==> src/rtl/reset_seq_pkg.sv <==
// Shared types and constant helpers for the staged channel reset sequencer.
package reset_seq_pkg;

  typedef enum logic [1:0] {
    IDLE    = 2'd0,
    PRE     = 2'd1,
    HOLD    = 2'd2,
    RELEASE = 2'd3
  } state_e;

  function automatic int clog2(input int v);
    int r;
    r = 0;
    while ((1 << r) < v) r++;
    return r;
  endfunction

  function automatic int max2(input int a, input int b);
    return (a > b) ? a : b;
  endfunction

endpackage

==> src/rtl/rst_seq_cnt.sv <==
// Loadable down-counter; parks at zero and flags it for the sequencer FSM.
module rst_seq_cnt #(
  parameter int W = 6
) (
  input  logic         clk_i,
  input  logic         rst_i,
  input  logic         load_i,
  input  logic [W-1:0] load_val_i,
  output logic         zero_o
);

  logic [W-1:0] cnt_q, cnt_d;

  always_comb begin
    cnt_d = cnt_q;
    if (load_i)           cnt_d = load_val_i;
    else if (cnt_q != '0) cnt_d = cnt_q - W'(1);
  end

  always_ff @(posedge clk_i) begin
    if (rst_i) cnt_q <= '0;
    else       cnt_q <= cnt_d;
  end

  assign zero_o = (cnt_q == '0);

endmodule

==> src/rtl/reset_sequencer.sv <==
// Staged active-low channel reset generator: power-on sequence after system reset,
// maskable soft sequence (pre-delay, assert, hold, staggered release) on request.
module reset_sequencer
  import reset_seq_pkg::*;
#(
  parameter int NUM_CH         = 4,
  parameter int PRE_CYCLES     = 30,
  parameter int HOLD_CYCLES    = 50,
  parameter int STAGGER_CYCLES = 8
) (
  input  logic              sys_clk,
  input  logic              sys_reset,
  input  logic              rst_req_i,
  input  logic [NUM_CH-1:0] ch_mask_i,
  output logic [NUM_CH-1:0] ch_resetn_o,
  output logic              rst_busy_o,
  output logic              rst_done_o
);

  localparam int CNT_W = clog2(max2(max2(PRE_CYCLES, HOLD_CYCLES), STAGGER_CYCLES) + 1);
  localparam int IDX_W = max2(clog2(NUM_CH), 1);

  // A counter loaded with N-1 on entry reaches zero exactly N edges later.
  localparam logic [CNT_W-1:0] PRE_LD  = CNT_W'(PRE_CYCLES - 1);
  localparam logic [CNT_W-1:0] HOLD_LD = CNT_W'(HOLD_CYCLES - 1);
  localparam logic [CNT_W-1:0] STAG_LD = CNT_W'(STAGGER_CYCLES - 1);
  localparam logic [IDX_W-1:0] LAST_IDX = IDX_W'(NUM_CH - 1);

  state_e            state_q, state_d;
  logic [NUM_CH-1:0] mask_q, mask_d;
  logic [NUM_CH-1:0] ch_q, ch_d;
  logic [IDX_W-1:0]  idx_q, idx_d;
  logic              busy_q, busy_d;
  logic              done_q, done_d;
  logic              ld_q;
  logic              cnt_ld;
  logic [CNT_W-1:0]  cnt_val;
  logic              cnt_zero;

  rst_seq_cnt #(.W(CNT_W)) u_cnt (
    .clk_i      (sys_clk),
    .rst_i      (sys_reset),
    .load_i     (cnt_ld),
    .load_val_i (cnt_val),
    .zero_o     (cnt_zero)
  );

  always_comb begin
    state_d = state_q;
    mask_d  = mask_q;
    ch_d    = ch_q;
    idx_d   = idx_q;
    busy_d  = busy_q;
    done_d  = done_q;
    cnt_ld  = 1'b0;
    cnt_val = '0;
    // First edge out of system reset is the HOLD entry of the power-on sequence.
    if (ld_q) begin
      cnt_ld  = 1'b1;
      cnt_val = HOLD_LD;
    end else begin
      case (state_q)
        IDLE: begin
          if (rst_req_i) begin
            state_d = PRE;
            mask_d  = ch_mask_i;
            busy_d  = 1'b1;
            done_d  = 1'b0;
            cnt_ld  = 1'b1;
            cnt_val = PRE_LD;
          end
        end
        PRE: begin
          if (cnt_zero) begin
            state_d = HOLD;
            ch_d    = mask_q;
            cnt_ld  = 1'b1;
            cnt_val = HOLD_LD;
          end
        end
        HOLD: begin
          if (cnt_zero) begin
            ch_d[0] = 1'b1;
            if (NUM_CH == 1) begin
              state_d = IDLE;
              busy_d  = 1'b0;
              done_d  = 1'b1;
            end else begin
              state_d = RELEASE;
              idx_d   = IDX_W'(1);
              cnt_ld  = 1'b1;
              cnt_val = STAG_LD;
            end
          end
        end
        RELEASE: begin
          if (cnt_zero) begin
            ch_d[idx_q] = 1'b1;
            if (idx_q == LAST_IDX) begin
              state_d = IDLE;
              busy_d  = 1'b0;
              done_d  = 1'b1;
            end else begin
              idx_d   = idx_q + IDX_W'(1);
              cnt_ld  = 1'b1;
              cnt_val = STAG_LD;
            end
          end
        end
        default: state_d = HOLD;
      endcase
    end
  end

  always_ff @(posedge sys_clk) begin
    if (sys_reset) begin
      state_q <= HOLD;
      mask_q  <= '0;
      ch_q    <= '0;
      idx_q   <= '0;
      busy_q  <= 1'b1;
      done_q  <= 1'b0;
      ld_q    <= 1'b1;
    end else begin
      state_q <= state_d;
      mask_q  <= mask_d;
      ch_q    <= ch_d;
      idx_q   <= idx_d;
      busy_q  <= busy_d;
      done_q  <= done_d;
      ld_q    <= 1'b0;
    end
  end

  assign ch_resetn_o = ch_q;
  assign rst_busy_o  = busy_q;
  assign rst_done_o  = done_q;

endmodule
==> config.mk <==
export PLATFORM = sky130hd
export DESIGN_NAME = reset_sequencer
export DESIGN_NICKNAME = d
export VERILOG_FILES = /design/src/rtl/reset_seq_pkg.sv /design/src/rtl/rst_seq_cnt.sv /design/src/rtl/reset_sequencer.sv
export SDC_FILE = /design/constraint.sdc
export NUM_CORES = 1
export LEC_CHECK = 0
export CAP_MARGIN = 30
export CORE_AREA = 8 8 62 64
export CTS_CLUSTER_SIZE = 14
export DETAILED_ROUTE_END_ITERATION = 12
export DIE_AREA = 0 0 70 72
export PLACE_DENSITY_LB_ADDON = 0.1
export SLEW_MARGIN = 20
export SYNTH_ARGS = -nofsm -noshare
export SYNTH_HDL_FRONTEND = slang
export SYNTH_SLANG_ARGS = --single-unit
==> constraint.sdc <==
create_clock -name sys_clk -period 2.45 [get_ports sys_clk]
set_input_delay 0.3675 -clock sys_clk [delete_from_list [all_inputs] [get_ports sys_clk]]
set_output_delay 0.3675 -clock sys_clk [all_outputs]
set_load 0.01 [all_outputs]
==> flow_metrics.env <==
export IMPL_grt_max_degree=18
export IMPL_slowest_delay_ns=0.47
export IMPL_start_util_pct=43.7
export IMPL_ys_warn_count=0
export IMPL_min_period_ns=1.92
export IMPL_root_buffer="clkbuf_4"
export IMPL_start_kind="register"
export IMPL_nNetsFinal=182
export IMPL_cts_path_max_buffers=2
export IMPL_path_buf_inv=1
export IMPL_vias=1195
export IMPL_grt_pass1_wl_um=5230
export IMPL_gp_congestion=0.854
export IMPL_ys_flop_type="dfxtp_1"
export IMPL_clkSinkCount=21
export IMPL_path_cells="inv_1 > ha_1 > or3b_1 > or3_4 > nor3_2 > nor3_1"
export IMPL_hold_depth=2
export IMPL_worstHoldStart="rst_done_o"
export IMPL_arrival_ns=2.11
export IMPL_clk_latency_ns=0.31
export IMPL_hpwlAfterDp_um=2350
export IMPL_cts_max_level=1
export IMPL_fmax_mhz=520
export IMPL_ctsHoldBuffers=0
export IMPL_cp_end_kind="register"
export IMPL_die_w_um=70
export IMPL_antenna_found_initial=0
export IMPL_ys_seq_elements=21
export IMPL_reg2regPathDepth=6
export IMPL_setup_tns_ns=0
export IMPL_fin_util_pct=50.0
export IMPL_r2r_start="u_cnt.cnt_q[0]"
export IMPL_synth_top_cell_area_share_pct=33.1
export IMPL_track_usage_pct=12.5
export IMPL_cp_top_family="simple AND/OR/NAND/NOR gates"
export IMPL_port_buffers=12
export IMPL_post_cts_buffers=0
export IMPL_syn_inst=151
export IMPL_core_area_um2=2900
export IMPL_drive_above_1_share_pct=10.4
export IMPL_die_area_um2=5040
export IMPL_finalSetupViolations=0
export IMPL_clkSlewWorstSetupHoldPaths_ns=0.12
export IMPL_cts_tree="built"
export IMPL_power_density_nw_per_um2=1070
export IMPL_ant_nets=0
export IMPL_drt_pass1_iterations=4
export IMPL_grt_pass1_vias=1182
export IMPL_crit_fanout=6
export IMPL_max_slew_margin_rel_pct=57.5
export IMPL_hold_viol_final=0
export IMPL_netlist_area_um2=1270
export IMPL_min_period_over_period_pct=78.5
export IMPL_leakage_nw=0.551
export IMPL_maxCapViolations=0
export IMPL_yosys_top_cells_count="dfxtp_1 (21), a21oi_1 (18), inv_1 (12), nor2_1 (12), ha_1 (10)"
export IMPL_criticalPathCategory="reg -> reg"
export IMPL_synth_most_common_cell="dfxtp_1"
export IMPL_status="completed"
export IMPL_post_drt_wl_per_cell_um=16.0
export IMPL_rows=20
export IMPL_syn_num_nets=168
export IMPL_overflow=0
export IMPL_synth_edf_count=0
export IMPL_rsz0062_at_grt="false"
export IMPL_worst_path_max_delay_cell="or3b_1"
export IMPL_finalClockSkew_ns=0.00692
export IMPL_routed_wl_um=3160
export IMPL_ir_drop_mv=0.614
export IMPL_syn2layout_area_growth_pct=14.4
export IMPL_numCtsBuffers=3
export IMPL_crit_start="u_cnt.cnt_q[0]"
export IMPL_die_height_um=72
export IMPL_tightestPinTransition_ns=0.636
export IMPL_avgSynthCellArea_um2=8.40
export IMPL_synth_area_leaders="dfxtp_1 (33%), ha_1 (9.9%), a21oi_1 (7.1%), nor3_2 (4.7%), inv_1 (3.6%)"
export IMPL_drtIter0Drc=46
export IMPL_synth_cell_types=44
export IMPL_worst_path_stages=6
export IMPL_crit_required_ns=2.64
export IMPL_vias_per_cell=6.07
export IMPL_synth_yosys_seq_area_share_pct=33.1
export IMPL_async_flop_share_pct=0
export IMPL_slew_viol_final=0
export IMPL_pin_count=13
export IMPL_drc=0
export IMPL_post_cts_resized=0
export IMPL_synth_area_leader_cell="dfxtp_1"
export IMPL_n_antenna_cell=0
export IMPL_hold_class="reg -> reg"
## report_power, final
group,leakage (nW),switching [mW],total (mW),internal [mW]
Combinational,0.365,0.550,0.902,0.352
Clock,0.0150,0.109,0.173,0.0636
Sequential,0.172,0.0721,0.484,0.412
Total,0.551,0.731,1.56,0.827
## final cells by class
type | instances | area [um2]
timing repair buffer | 14 | 135
clock buffer | 4 | 26.3
sequential | 21 | 420
fill | 294 | 1450
inverter | 12 | 45.0
multi-input combinational | 113 | 783
tap | 33 | 41.3
## registers in the layout (all words and copies together) (netlist names)
signal and cells:
u_cnt.cnt_q 6, ch_resetn_o 4, mask_q 4, idx_q 2, state_q 2, ld_q 1, rst_busy_o 1, rst_done_o 1
## cell usage in the layout, fill, tap and decap left out, types with 3 or more instances in the layout
cell type,n
dfxtp_1,21
a21oi_1,18
inv_1,12
nor2_1,12
clkdlybuf4s50_1,12
ha_1,10
nand2_1,7
nor3_2,6
nor3_1,6
o21ai_0,5
nand3_1,4
nand2b_1,3
a31oi_1,3
clkbuf_4,3
## logic make-up after synthesis
kind of cell	after synthesis	synth area share [%]
AOI/OAI and AO/OA	49	25.8
adders and majority gates	10	9.86
and+or+nand+nor	49	22.4
buffers and inverters	17	5.13
DFF	21	33.1
muxes	1	0.888
xor gates and xnor gates	4	2.76
## routing by layer
layer | GRT usage (%) | part of all wire [%]
met2 | 20.4 | 46
met4 | 8.04 | 3.0
met3 | 3.27 | 5.9
met1 | 14.1 | 45
met5 | 0 | 0
## through the flow
stage | instances | instance area (um2) | setup WS (ns) | power [mW] | hold WS (ns)
3_5_place_dp | 193 | 1430 | 0.550 | 1.38 | 0.444
2_1_floorplan | 151 | 1270 | 0.685 | 1.15 | 0.395
3_3_place_gp | 193 | 1430 | 0.595 | 1.36 | 0.438
6_report | 197 | 1450 | 0.526 | 1.56 | 0.457
5_1_grt | 197 | 1450 | 0.288 | 1.69 | 0.488
4_1_cts | 197 | 1450 | 0.538 | 1.56 | 0.462
## final timing paths
path                                       end  slack (ns)
worst min-delay path                rst_done_o        0.46
worst min register to register      rst_done_o        0.46
worst max register to register  ch_resetn_o[2]        0.53
worst max-delay path            ch_resetn_o[2]        0.53
## worst reg2reg max path, cell delays in order, from the launching register on
cell     delay (ns)
dfxtp_1        0.38
inv_1          0.09
ha_1           0.26
or3b_1         0.47
or3_4          0.43
nor3_2         0.12
nor3_1         0.07
(Power assumes the default switching activity.)
